`src/rtl/fu_mult_sched.sv`:
```
// Shared pipelined-multiplier scheduler: round-robin issue, tag pipe and credit-protected completion queue.
// Optional same-cycle completion bypass enabled by defining MULT_SCHED_BYPASS_EN.
module fu_mult_sched #(
  parameter int unsigned XLEN      = 32,
  parameter int unsigned NUM_STAGE = 4,
  parameter int unsigned NUM_REQ   = 2,
  parameter int unsigned TAG_W     = 6,
  parameter int unsigned CQ_DEPTH  = 4
) (
  input  logic                       clock,
  input  logic                       reset,
  input  logic [NUM_REQ-1:0]         req_valid,
  input  logic [2*NUM_REQ-1:0]       req_op,
  input  logic [XLEN*NUM_REQ-1:0]    req_r1,
  input  logic [XLEN*NUM_REQ-1:0]    req_r2,
  input  logic [TAG_W*NUM_REQ-1:0]   req_tag,
  output logic [NUM_REQ-1:0]         grant,
  output logic                       mult_start,
  output logic [1:0]                 mult_sign,
  output logic [XLEN-1:0]            mult_mcand,
  output logic [XLEN-1:0]            mult_mplier,
  input  logic                       mult_done,
  input  logic [2*XLEN-1:0]          mult_product,
  input  logic                       complete_stall,
  output logic                       cmp_valid,
  output logic [XLEN-1:0]            cmp_value,
  output logic [TAG_W-1:0]           cmp_tag
);

  localparam int unsigned IDX_W  = (NUM_REQ > 1) ? $clog2(NUM_REQ) : 1;
  localparam int unsigned SUM_W  = IDX_W + 1;
  localparam int unsigned CQ_AW  = (CQ_DEPTH > 1) ? $clog2(CQ_DEPTH) : 1;
  localparam int unsigned CNT_W  = $clog2(CQ_DEPTH + 1);
  localparam int unsigned INF_W  = $clog2(NUM_STAGE + 1);
  localparam int unsigned CRED_W = $clog2(NUM_STAGE + CQ_DEPTH + 1);

  localparam logic [1:0] OP_MUL    = 2'd0;
  localparam logic [1:0] OP_MULH   = 2'd1;
  localparam logic [1:0] OP_MULHSU = 2'd2;
  localparam logic [1:0] OP_MULHU  = 2'd3;

  typedef struct packed {
    logic             valid;
    logic [1:0]       op;
    logic [TAG_W-1:0] tag;
  } tp_t;

  typedef struct packed {
    logic [XLEN-1:0]  value;
    logic [TAG_W-1:0] tag;
  } cq_t;

  logic [IDX_W-1:0] rr_q, rr_d;
  tp_t              tp_q [NUM_STAGE];
  tp_t              tp_d [NUM_STAGE];
  cq_t              cq_mem_q [CQ_DEPTH];
  cq_t              cq_mem_d [CQ_DEPTH];
  logic [CQ_AW-1:0] wr_ptr_q, wr_ptr_d;
  logic [CQ_AW-1:0] rd_ptr_q, rd_ptr_d;
  logic [CNT_W-1:0] cq_cnt_q, cq_cnt_d;

  logic [INF_W-1:0] inflight;
  logic             issue_ok;
  logic             gnt_found;
  logic [IDX_W-1:0] gnt_idx;
  logic [SUM_W-1:0] cand_sum;
  logic [IDX_W-1:0] cand;
  logic [1:0]       sel_op;
  logic [TAG_W-1:0] sel_tag;
  logic [XLEN-1:0]  sel_r1;
  logic [XLEN-1:0]  sel_r2;
  tp_t              tail;
  logic [XLEN-1:0]  res_value;
  logic             bypass;
  logic             push;
  logic             pop;

  // Credit: every op in the pipe or the queue holds one queue slot
  always_comb begin
    inflight = '0;
    for (int unsigned i = 0; i < NUM_STAGE; i++) begin
      inflight = inflight + INF_W'(tp_q[i].valid);
    end
    issue_ok = (CRED_W'(inflight) + CRED_W'(cq_cnt_q)) < CRED_W'(CQ_DEPTH);
  end

  // Round-robin arbiter and operand mux
  always_comb begin
    grant     = '0;
    gnt_found = 1'b0;
    gnt_idx   = '0;
    cand_sum  = '0;
    cand      = '0;
    sel_op    = '0;
    sel_tag   = '0;
    sel_r1    = '0;
    sel_r2    = '0;
    for (int unsigned k = 0; k < NUM_REQ; k++) begin
      cand_sum = {1'b0, rr_q} + SUM_W'(k);
      if (cand_sum >= SUM_W'(NUM_REQ)) begin
        cand_sum = cand_sum - SUM_W'(NUM_REQ);
      end
      cand = cand_sum[IDX_W-1:0];
      if (issue_ok && !reset && !gnt_found && req_valid[cand]) begin
        gnt_found = 1'b1;
        gnt_idx   = cand;
      end
    end
    for (int unsigned i = 0; i < NUM_REQ; i++) begin
      if (gnt_found && (gnt_idx == IDX_W'(i))) begin
        grant[i] = 1'b1;
        sel_op   = req_op[2*i +: 2];
        sel_tag  = req_tag[TAG_W*i +: TAG_W];
        sel_r1   = req_r1[XLEN*i +: XLEN];
        sel_r2   = req_r2[XLEN*i +: XLEN];
      end
    end
  end

  // Issue side: start, sign controls, operands
  always_comb begin
    mult_start  = gnt_found;
    mult_mcand  = sel_r1;
    mult_mplier = sel_r2;
    mult_sign   = 2'b00;
    if (gnt_found) begin
      case (sel_op)
        OP_MUL, OP_MULH: mult_sign = 2'b11;
        OP_MULHSU:       mult_sign = 2'b01;
        OP_MULHU:        mult_sign = 2'b00;
        default:         mult_sign = 2'b00;
      endcase
    end
  end

  // Pointer advance and tag pipe shift
  always_comb begin
    rr_d = rr_q;
    if (gnt_found) begin
      rr_d = (gnt_idx == IDX_W'(NUM_REQ - 1)) ? '0 : gnt_idx + 1'b1;
    end
    tp_d[0] = '{valid: gnt_found, op: sel_op, tag: sel_tag};
    for (int unsigned i = 1; i < NUM_STAGE; i++) begin
      tp_d[i] = tp_q[i-1];
    end
  end

  assign tail      = tp_q[NUM_STAGE-1];
  assign res_value = (tail.op == OP_MUL) ? mult_product[XLEN-1:0] : mult_product[2*XLEN-1:XLEN];

  // Completion queue
  always_comb begin
    bypass = 1'b0;
`ifdef MULT_SCHED_BYPASS_EN
    bypass = (cq_cnt_q == '0) && !complete_stall && tail.valid;
`endif
    push     = tail.valid && !bypass;
    pop      = (cq_cnt_q != '0) && !complete_stall;
    cq_mem_d = cq_mem_q;
    wr_ptr_d = wr_ptr_q;
    rd_ptr_d = rd_ptr_q;
    cq_cnt_d = cq_cnt_q;
    if (push) begin
      cq_mem_d[wr_ptr_q] = '{value: res_value, tag: tail.tag};
      wr_ptr_d = (CQ_DEPTH == 1) ? '0 : wr_ptr_q + 1'b1;
    end
    if (pop) begin
      rd_ptr_d = (CQ_DEPTH == 1) ? '0 : rd_ptr_q + 1'b1;
    end
    case ({push, pop})
      2'b10:   cq_cnt_d = cq_cnt_q + 1'b1;
      2'b01:   cq_cnt_d = cq_cnt_q - 1'b1;
      default: cq_cnt_d = cq_cnt_q;
    endcase
  end

  // Head of queue drives the complete stage (or the bypassed product)
  always_comb begin
    cmp_valid = (cq_cnt_q != '0) || bypass;
    cmp_value = bypass ? res_value : cq_mem_q[rd_ptr_q].value;
    cmp_tag   = bypass ? tail.tag  : cq_mem_q[rd_ptr_q].tag;
  end

  always_ff @(posedge clock) begin
    if (reset) begin
      rr_q     <= '0;
      tp_q     <= '{default: '0};
      cq_mem_q <= '{default: '0};
      wr_ptr_q <= '0;
      rd_ptr_q <= '0;
      cq_cnt_q <= '0;
    end else begin
      rr_q     <= rr_d;
      tp_q     <= tp_d;
      cq_mem_q <= cq_mem_d;
      wr_ptr_q <= wr_ptr_d;
      rd_ptr_q <= rd_ptr_d;
      cq_cnt_q <= cq_cnt_d;
    end
  end

  a_done_matches_pipe: assert property (@(posedge clock) disable iff (reset)
    mult_done == tail.valid);

  a_no_push_when_full: assert property (@(posedge clock) disable iff (reset)
    !(push && (cq_cnt_q == CNT_W'(CQ_DEPTH))));

endmodule
```
`config.mk`:
```
export PLATFORM = sky130hd
export DESIGN_NAME = fu_mult_sched
export DESIGN_NICKNAME = d
export VERILOG_FILES = /design/src/rtl/fu_mult_sched.sv
export SDC_FILE = /design/constraint.sdc
export NUM_CORES = 1
export LEC_CHECK = 0
export BUFFER_PORTS_ARGS = -buffer_cell sky130_fd_sc_hd__buf_2
export CORE_AREA = 2 2 140 128
export CTS_BUF_LIST = sky130_fd_sc_hd__clkbuf_4
export CTS_CLUSTER_SIZE = 25
export DETAILED_ROUTE_END_ITERATION = 12
export DIE_AREA = 0 0 142 130
export GPL_TIMING_DRIVEN = 0
export PLACE_DENSITY = 0.81
export SYNTH_ARGS = -nofsm -noshare
export SYNTH_HDL_FRONTEND = slang
export SYNTH_SLANG_ARGS = --single-unit
```
`constraint.sdc`:
```
create_clock -name clock -period 2.8 [get_ports clock]
set_clock_uncertainty 0.2 [all_clocks]
set_input_delay 0.14 -clock clock [delete_from_list [all_inputs] [get_ports clock]]
set_output_delay 0.14 -clock clock [all_outputs]
set_load 0.005 [all_outputs]
```
==> results of run 1 <==
[layout make-up]
type	count	area share, %
multi-input combinational	556	35.56
sequential	196	31.74
timing repair buffer	433	23.87
buffer	79	3.729
tap	216	2.183
clock inverter	14	1.485
clock buffer	18	1.091
inverter	10	0.3032
antenna	2	0.04042
[cells by family (layout without fill, tap and decap cells)]
logic type	count (synthesis)	in the layout	share of synthesized area, %
AOI/OAI and AO/OA	243	243	21.84
and+or+nand+nor	230	230	11.39
xor gates and xnor gates	3	3	0.3094
adders and majority gates	9	9	1.502
buffers and inverters	91	554	4.802
DFF	196	196	46.19
other	0	2	0
muxes	71	71	13.96
[sequential cells by signal (all words and copies together) (netlist names)]
signal and cells:
rr_q 1, tp_d 27, cq_cnt_q 3, tail 8, push 1, wr_ptr_q 2
rd_ptr_q 2, cq_mem_q 152
[report_power, final]
part | switching (mW) | internal [mW] | total [mW] | leakage, nW
clock network | 0.963 | 0.713 | 1.68 | 0.167
registers | 0.0286 | 2.84 | 2.87 | 1.59
logic | 0.521 | 0.577 | 1.10 | 3.50
[stage by stage]
step	cell area [um^2]	hold slack (ps)
3_5_place_dp	10360	154.7
2_1_floorplan	8494	65.48
6_report	12380	95.29
4_1_cts	12130	57.54
3_3_place_gp	10360	156.0
5_1_grt	12380	67.71
[layer usage]
layer / global-route usage (%) / share of wire [%] / wire, um
met5: 0 / 0 / 0
met4: 17.88 / 5.8 / 1911
met3: 10.83 / 9.7 / 3202
met2: 56.12 / 48 / 15770
met1: 40.76 / 37 / 12050
[worst paths after layout]
path | from | to | slack, ps | cells after the start
max | cq_cnt_q[0] | mult_mplier[26] | -450 | 8
min | req_op[2] | tp_d[24] | 100 | 3
max reg2reg | cq_cnt_q[0] | tp_d[25] | -90 | 8
min reg2reg | tp_d[4] | tail[4] | 260 | 1
[tightest hold or removal path, cell delays in order]
cell and delay (ps):
dlygate4sd3_1 520, buf_2 110, a22o_1 110
[what timing repair did]
action / in CTS / in global routing
resized for setup: 93 / 32
endpoints found under the setup margin: 103 / 84
hold buffers: 91 / 0
cloned: 3 / 3
hold endpoints to repair: 170 / 0
setup buffers: 11 / 6
pin swaps: 22 / 25
[cells in the final DEF, fill, tap and decap left out, types with 33 or more instances in the layout]
| cell type | count |
|---|---|
| mux4_2 | 38 |
| dlygate4sd3_1 | 91 |
| nand2_1 | 54 |
| buf_6 | 33 |
| mux2i_1 | 33 |
| dfxtp_1 | 193 |
| buf_2 | 302 |
| clkbuf_1 | 48 |
| a211oi_1 | 129 |
| nor2_1 | 135 |
| a22o_1 | 52 |
==> impl_metrics.json, run 1 <==
{
  "die-area_um2": 18460,
  "fin_cells": 1524,
  "fin_crit_ps": 3245,
  "multi_input_area_um2": 4403,
  "final.fill_count": 1179,
  "synthTopCellsByCount": "dfxtp_1, nor2_1, a211oi_1",
  "place_ws_ps": -510.6,
  "root_buffer": "clkbuf_4",
  "grtUsageTotal_pct": 34.24,
  "worst_path_largest_cell_delay_ps": 540,
  "numCtsBuffers": 17,
  "port_buffers": 319,
  "synth_cell_type_count": 35,
  "ir_drop_mv": 0.2455,
  "postSynthCellCount": 843,
  "crit_fanout": 8,
  "setup_viol": 69,
  "fin_ws_ps": -445.4,
  "ys.flop_type": "dfxtp_1",
  "cts_max_path_buffers": 2,
  "grt_pass1_wl_mm": 47.73,
  "htree_num_levels": 4,
  "via_per_inst": 5.927,
  "grt_start_max_net_pins": 17,
  "start_util_pct": 49.36,
  "ys_seq_area_share_pct": 46.19,
  "hold_viol_final": 0,
  "yosysTopAreaCell": "dfxtp_1",
  "die_width_um": 142,
  "synth_edf_count": 0,
  "slew_headroom_pct": 56.76,
  "critical_path_class": "reg2out",
  "nets": 1516,
  "crit_arrival_ps": 2910,
  "fin_crit_sh_pct": 115.9,
  "drc": 0,
  "grt_pass1_vias": 8697,
  "wl_per_cell_um": 21.61,
  "status": "complete, but fails checks",
  "yosys.area.top_type_share_pct": 46.19,
  "cp_cell_sequence": "fa_2, ha_4, a21o_4, a211oi_4, buf_6, clkbuf_16, a22o_1, buf_2",
  "place_congestion": 0.8940,
  "synth_seq_cells": 196,
  "worstHoldPathType": "in2reg",
  "leakagePower_nw": 5.253,
  "synth.most_common_cell": "dfxtp_1",
  "dp.cells": 1378,
  "start_kind": "flop",
  "vias": 9033,
  "ys_warn_count": 0,
  "ant_nets": 0,
  "fmax_mhz": 308.1,
  "first_pass_iters": 5,
  "area_growth_pct": 45.77,
  "cap_violations": 0,
  "grt-ovfl-total": 0,
  "boundaryPins": 322,
  "syn_area_um2": 8494,
  "violations": "negative setup slack",
  "total_power_mw": 5.640,
  "required_ps": 2460,
  "drive_gt1_share_pct": 36.45,
  "dp_hpwl_mm": 22.35,
  "coreArea_um2": 17210,
  "synthArstFlopShare_pct": 0,
  "cpMaxStageDelayCell": "fa_2",
  "clkLatencyLatePin_ps": 600,
  "layout.area.seq_um2": 3930,
  "setup_tns_ps": -26260,
  "rsz0062_at_grt": "true",
  "crit_buf_inv": 3,
  "ys_top_cells_by_area": "dfxtp_1, a211oi_1, mux4_2",
  "synth_fp_nets": 1066,
  "tritoncts": "yes",
  "rows": 46,
  "worst_setup_path_end_kind": "primary output",
  "clk_pin_slew_worst_paths_ps": 160,
  "antenna_found_initial": 2,
  "worst_slew_pin_slew_ps": 648.5,
  "syn_avg_cell_area_um2": 10.08,
  "drt_wl_total_mm": 32.94,
  "drt_iter0_markers": 748,
  "dieHeight_um": 130,
  "path_delay_family": "adder cells",
  "clock_sinks": 196,
  "slew_violations": 0,
  "powerDensity_nw_per_um2": 455.5,
  "final_util_pct": 71.95
}
No activity file was read; power rests on OpenSTA's default activity.
==> run 2: changes to the inputs <==
==> constraint.sdc (replaced) <==
create_clock -name clock -period 2.8 [get_ports clock]
set_clock_uncertainty 0.2 [all_clocks]
set_input_delay 0.14 -clock clock [delete_from_list [all_inputs] [get_ports clock]]
set_output_delay 0.14 -clock clock [all_outputs]
set_load 0.02 [all_outputs]
==> run 2 against run 1 <==
Compared with the run above:
- the flow still finishes with violations (negative setup slack)
- fmax is 0.89% lower
- clock power hardly changed
- count of clock-buffer cells in the layout stayed put
- setup slack worse by 29 ps
- global-route usage is 0.10 points lower
- core utilization is 1.8 points higher
- power is 3.5% higher
- critical endpoint is now mult_mplier[1]
- highest routed layer unchanged
==> impl_metrics.json, run 2 (synthesis results as in run 1) <==
{
  "numCtsBuffers": 17,
  "dieHeight_um": 130,
  "clk_pin_slew_worst_paths_ps": 140,
  "pwr-share-comb_pct": 22.2,
  "nets": 1514,
  "leakagePower_nw": 5.352,
  "layout.area.seq_um2": 3930,
  "die-area_um2": 18460,
  "grtUsageTotal_pct": 34.14,
  "total_power_mw": 5.838,
  "clock_sinks": 196,
  "via_per_inst": 5.905,
  "boundaryPins": 322,
  "tritoncts": "yes",
  "ant_nets": 0,
  "reg2reg_depth": 8,
  "final.fill_count": 1127,
  "drc": 0,
  "violations": "negative setup slack",
  "slew_violations": 0,
  "fin_cells": 1522,
  "p_int_mw": 4.193,
  "place_congestion": 0.8940,
  "powerDensity_nw_per_um2": 460.2,
  "start_util_pct": 49.36,
  "dp.cells": 1378,
  "switchingPower_mw": 1.645,
  "rr_startpoint": "tp_d[8]",
  "area_growth_pct": 49.34,
  "rows": 46,
  "final_cell_mix": "buf_2, dfxtp_1, nor2_1",
  "fin_ws_ps": -474.6,
  "r2r_end": "tp_d[25]",
  "htree_num_levels": 4,
  "fin_crit_sh_pct": 116.9,
  "fmax_mhz": 305.4,
  "r2r_slack_ps": -90,
  "status": "complete, but fails checks",
  "min_from": "req_valid[0]",
  "start_kind": "flop",
  "drt_wl_total_mm": 33.37,
  "multi_input_area_um2": 4494,
  "setup_viol": 70,
  "coreArea_um2": 17210,
  "first_pass_iters": 5,
  "cap_violations": 0,
  "cts_max_path_buffers": 2,
  "largest_reg_flops": 152,
  "hold_viol_final": 0,
  "root_buffer": "clkbuf_4",
  "slew_headroom_pct": 54.04,
  "antenna_found_initial": 2,
  "required_ps": 2460,
  "dp_hpwl_mm": 22.35,
  "power_frac_clock_pct": 28.7,
  "top_register": "cq_mem_q",
  "grt_pass1_vias": 8634,
  "vias": 8988,
  "fin_crit_ps": 3275,
  "worst_setup_path_end_kind": "primary output",
  "crit_fanout": 10,
  "grt-ovfl-total": 0,
  "wl_per_cell_um": 21.92,
  "port_buffers": 319,
  "ir_drop_mv": 0.2436,
  "crit_arrival_ps": 2930,
  "drive_gt1_share_pct": 37.04,
  "dpl_cell_area_um2": 10360,
  "rsz0062_at_grt": "true",
  "crit_start": "tp_d[8]",
  "final_util_pct": 73.72,
  "grt_pass1_wl_mm": 47.53,
  "grt_start_max_net_pins": 17,
  "place_ws_ps": -561.1,
  "endpoint": "mult_mplier[1]",
  "seqPwrFrac_pct": 49.1,
  "worstHoldPathType": "in2reg",
  "drt_iter0_markers": 716,
  "swShare_pct": 28.17,
  "worst_slew_pin_slew_ps": 689.4,
  "critical_path_class": "reg2out",
  "die_width_um": 142,
  "finalInstanceArea_um2": 12690,
  "final_common_cell": "buf_2",
  "clkLatencyLatePin_ps": 600
}
==> run 2: how the worst min path moves through the flow <==
stage | end | slack, ps | depth (start not counted)
floorplan | tp_d[19] | 70 | 1
global placement | tp_d[18] | 160 | 2
detailed placement | tp_d[23] | 150 | 2
CTS | rr_q | 30 | 4
global route | rr_q | 70 | 4
finish | rr_q | 80 | 4
==> run 2: critical path: stages, from the launching register on <==
cell       delay [ps]
dfxtp_2           360
fa_1              520
ha_4              300
a21oi_1            90
o2111a_2          280
buf_4             150
buf_4             140
clkbuf_16         160
a22o_1            210
buf_6             140
==> run 2: metal layers <==
layer	global-route usage, %	vias up	wire length (um)
li1	-	4003	-
met1	41.38	4289	12230
met2	57.72	582	16470
met3	9.394	114	3217
met4	14.59	0	1457
met5	0	-	0
==> run 2: cell type report <==
class                      instances  area share [%]
antenna                            2         0.03945
buffer                            79           3.817
clock buffer                      18           1.065
clock inverter                    14           1.450
inverter                          10          0.2959
multi-input combinational        556           35.43
sequential                       196           30.98
tap                              216           2.130
timing repair buffer             431           24.80
==> run 2: power by group through the flow <==
stage	sequential (mW)	combinational [mW]	clock, mW
floorplan	2.91	0.499	0
global placement	2.92	0.887	0
detailed placement	2.92	0.895	0
CTS	2.86	1.19	1.67
global route	2.87	1.35	1.77
finish	2.87	1.30	1.67
==> run 2: metrics by stage <==
stage | hold slack, ps | setup TNS, ps
after CTS | 30.01 | -26370
after global placement | 156.0 | -19420
final | 78.14 | -29450
after detailed placement | 154.7 | -22070
after global routing | 68.47 | -34340
after floorplan | 65.48 | 0
==> run 2: repair_timing <==
item,in CTS,in global routing
endpoints found under the setup margin,103,97
endpoints found under the hold margin,170,0
hold buffers,91,0
pin swaps,22,21
resized for setup,193,40
cloned,0,3
setup buffers,11,7
==> run 3: changes to the inputs <==
--- a/config.mk
+++ b/config.mk
@@ -13,6 +13,7 @@
 export DIE_AREA = 0 0 142 130
 export GPL_TIMING_DRIVEN = 0
 export PLACE_DENSITY = 0.81
+export SKIP_CTS_REPAIR_TIMING = 1
 export SYNTH_ARGS = -nofsm -noshare
 export SYNTH_HDL_FRONTEND = slang
 export SYNTH_SLANG_ARGS = --single-unit
==> run 3 against run 2 <==
Compared with the run above:
- the flow still finishes with violations (negative setup slack)
- sequential share of layout area increased by 0.66 points
- via count is 3.3% lower
- power is 0.86% lower
- critical path type unchanged
- setup slack got worse by 19 ps
- die area stayed put
- non-clock buffer count decreased by 14
- largest cell class unchanged
- critical path depth down 1
- register-to-register slack better by 120 ps
- wire length decreased by 2.6%
- global-route usage decreased by 3.4 points
==> impl_metrics.json, run 3 (synthesis results as in run 1) <==
{
  "crit_fanout": 10,
  "slew_headroom_pct": 54.52,
  "cpMaxStageDelayCell": "fa_2",
  "endpoint": "mult_mplier[26]",
  "setup_viol": 69,
  "diodes": 0,
  "die_width_um": 142,
  "rr_startpoint": "cq_cnt_q[0]",
  "cap_violations": 0,
  "fin_crit_sh_pct": 117.6,
  "finalInstanceArea_um2": 12410,
  "place_ws_ps": -561.1,
  "clock_sinks": 196,
  "boundaryPins": 322,
  "worst_path_largest_cell_delay_ps": 560,
  "reg2reg_depth": 7,
  "dp_hpwl_mm": 22.35,
  "grt_pass1_wl_mm": 42.62,
  "drive_gt1_share_pct": 35.97,
  "largest_reg_flops": 152,
  "cp_cell_sequence": "fa_2, ha_4, a21o_4, a211oi_4, buf_6, buf_8, a22o_1, buf_6",
  "grt_start_max_net_pins": 17,
  "fin_ws_ps": -493.8,
  "worst_slew_pin_slew_ps": 682.2,
  "required_ps": 2460,
  "first_pass_iters": 6,
  "port_buffers": 319,
  "fmax_mhz": 303.6,
  "whs_ps": 78.16,
  "crit_arrival_ps": 2950,
  "cp_common_cell": "buf_6",
  "critical_path_class": "reg2out",
  "grtUsageTotal_pct": 30.79,
  "dpl_cell_area_um2": 10360,
  "crit_buf_inv": 3,
  "fin_cells": 1506,
  "dp.cells": 1378,
  "r2r_end": "tp_d[25]",
  "total_power_mw": 5.788,
  "ir_drop_mv": 0.2493,
  "slew_violations": 0,
  "worst_setup_path_end_kind": "primary output",
  "crit_start": "cq_cnt_q[0]",
  "via_per_inst": 5.771,
  "powerDensity_nw_per_um2": 466.3,
  "htree_num_levels": 4,
  "ant_nets": 0,
  "clk_pin_slew_worst_paths_ps": 170,
  "start_util_pct": 49.36,
  "worstHoldPathType": "in2reg",
  "drt_wl_total_mm": 32.50,
  "tritoncts": "yes",
  "rsz0062_at_grt": "true",
  "grt_pass1_vias": 7569,
  "dieHeight_um": 130,
  "status": "complete, but fails checks",
  "nets": 1500,
  "place_congestion": 0.8940,
  "hold_viol_final": 0,
  "fin_crit_ps": 3294,
  "setup_tns_ps": -28940,
  "final_common_cell": "buf_2",
  "r2r_slack_ps": 30,
  "rows": 46,
  "vias": 8691,
  "violations": "negative setup slack",
  "top_register": "cq_mem_q",
  "crit_cells": 8,
  "area_growth_pct": 46.12,
  "final_util_pct": 72.12,
  "final_cell_mix": "buf_2, dfxtp_1, nor2_1",
  "clkLatencyLatePin_ps": 620,
  "numCtsBuffers": 17,
  "leakagePower_nw": 5.191,
  "coreArea_um2": 17210,
  "drt_iter0_markers": 693,
  "root_buffer": "clkbuf_4",
  "antenna_found_initial": 1,
  "wl_per_cell_um": 21.58,
  "drc": 0,
  "cts_max_path_buffers": 2,
  "grt-ovfl-total": 0,
  "path_delay_family": "adder cells",
  "start_kind": "flop",
  "die-area_um2": 18460
}
==> run 3: cell count changes in the layout (fill, tap and decap cells not counted), sizes merged <==
cell,previous run,this run
clkbuf,82,78
buf,355,351
diode,2,0
dlygate4sd3,91,85
==> run 3: worst min path at each step <==
stage | from | depth (start not counted) | to | slack [ps]
6_report | req_op[2] | 3 | tp_d[24] | 80
5_1_grt | req_op[2] | 3 | tp_d[24] | 60
4_1_cts | req_tag[11] | 2 | tp_d[23] | -480
3_5_place_dp | req_tag[11] | 2 | tp_d[23] | 150
3_3_place_gp | req_tag[6] | 2 | tp_d[18] | 160
2_1_floorplan | req_tag[7] | 1 | tp_d[19] | 70
==> run 3: final cells by class <==
cell class	count	area (um^2)
multi-input cells	556	4446
inverters	10	37.54
repair buffers	416	2950
flip-flops and latches	196	3928
well taps	216	270.3
plain buffers	80	461.7
fillers	1185	4797
clock inverters	14	183.9
clock buffers	18	135.1
==> run 3: where the power goes <==
| group | internal [mW] | switching [mW] |
|---|---|---|
| logic | 0.602 | 0.630 |
| registers | 2.84 | 0.0305 |
| clock network | 0.713 | 0.974 |
| total | 4.15 | 1.63 |
==> run 3: per-layer routing <==
layer	share of wire, %	global-route usage (%)	vias to the layer above	wire length, um
li1	-	-	3964	-
met2	50	50.84	506	16110
met3	9.2	8.110	88	2991
met1	38	39.31	4133	12200
met5	0	0	-	0
met4	3.7	11.24	0	1204
==> run 3: worst reg2reg max path, stage by stage, from the launching register on <==
cell and delay [ps]:
dfxtp_4 400, fa_2 560, ha_4 210, a21o_4 220
a211oi_4 260, buf_6 190, a22o_1 150, dlygate4sd3_1 530
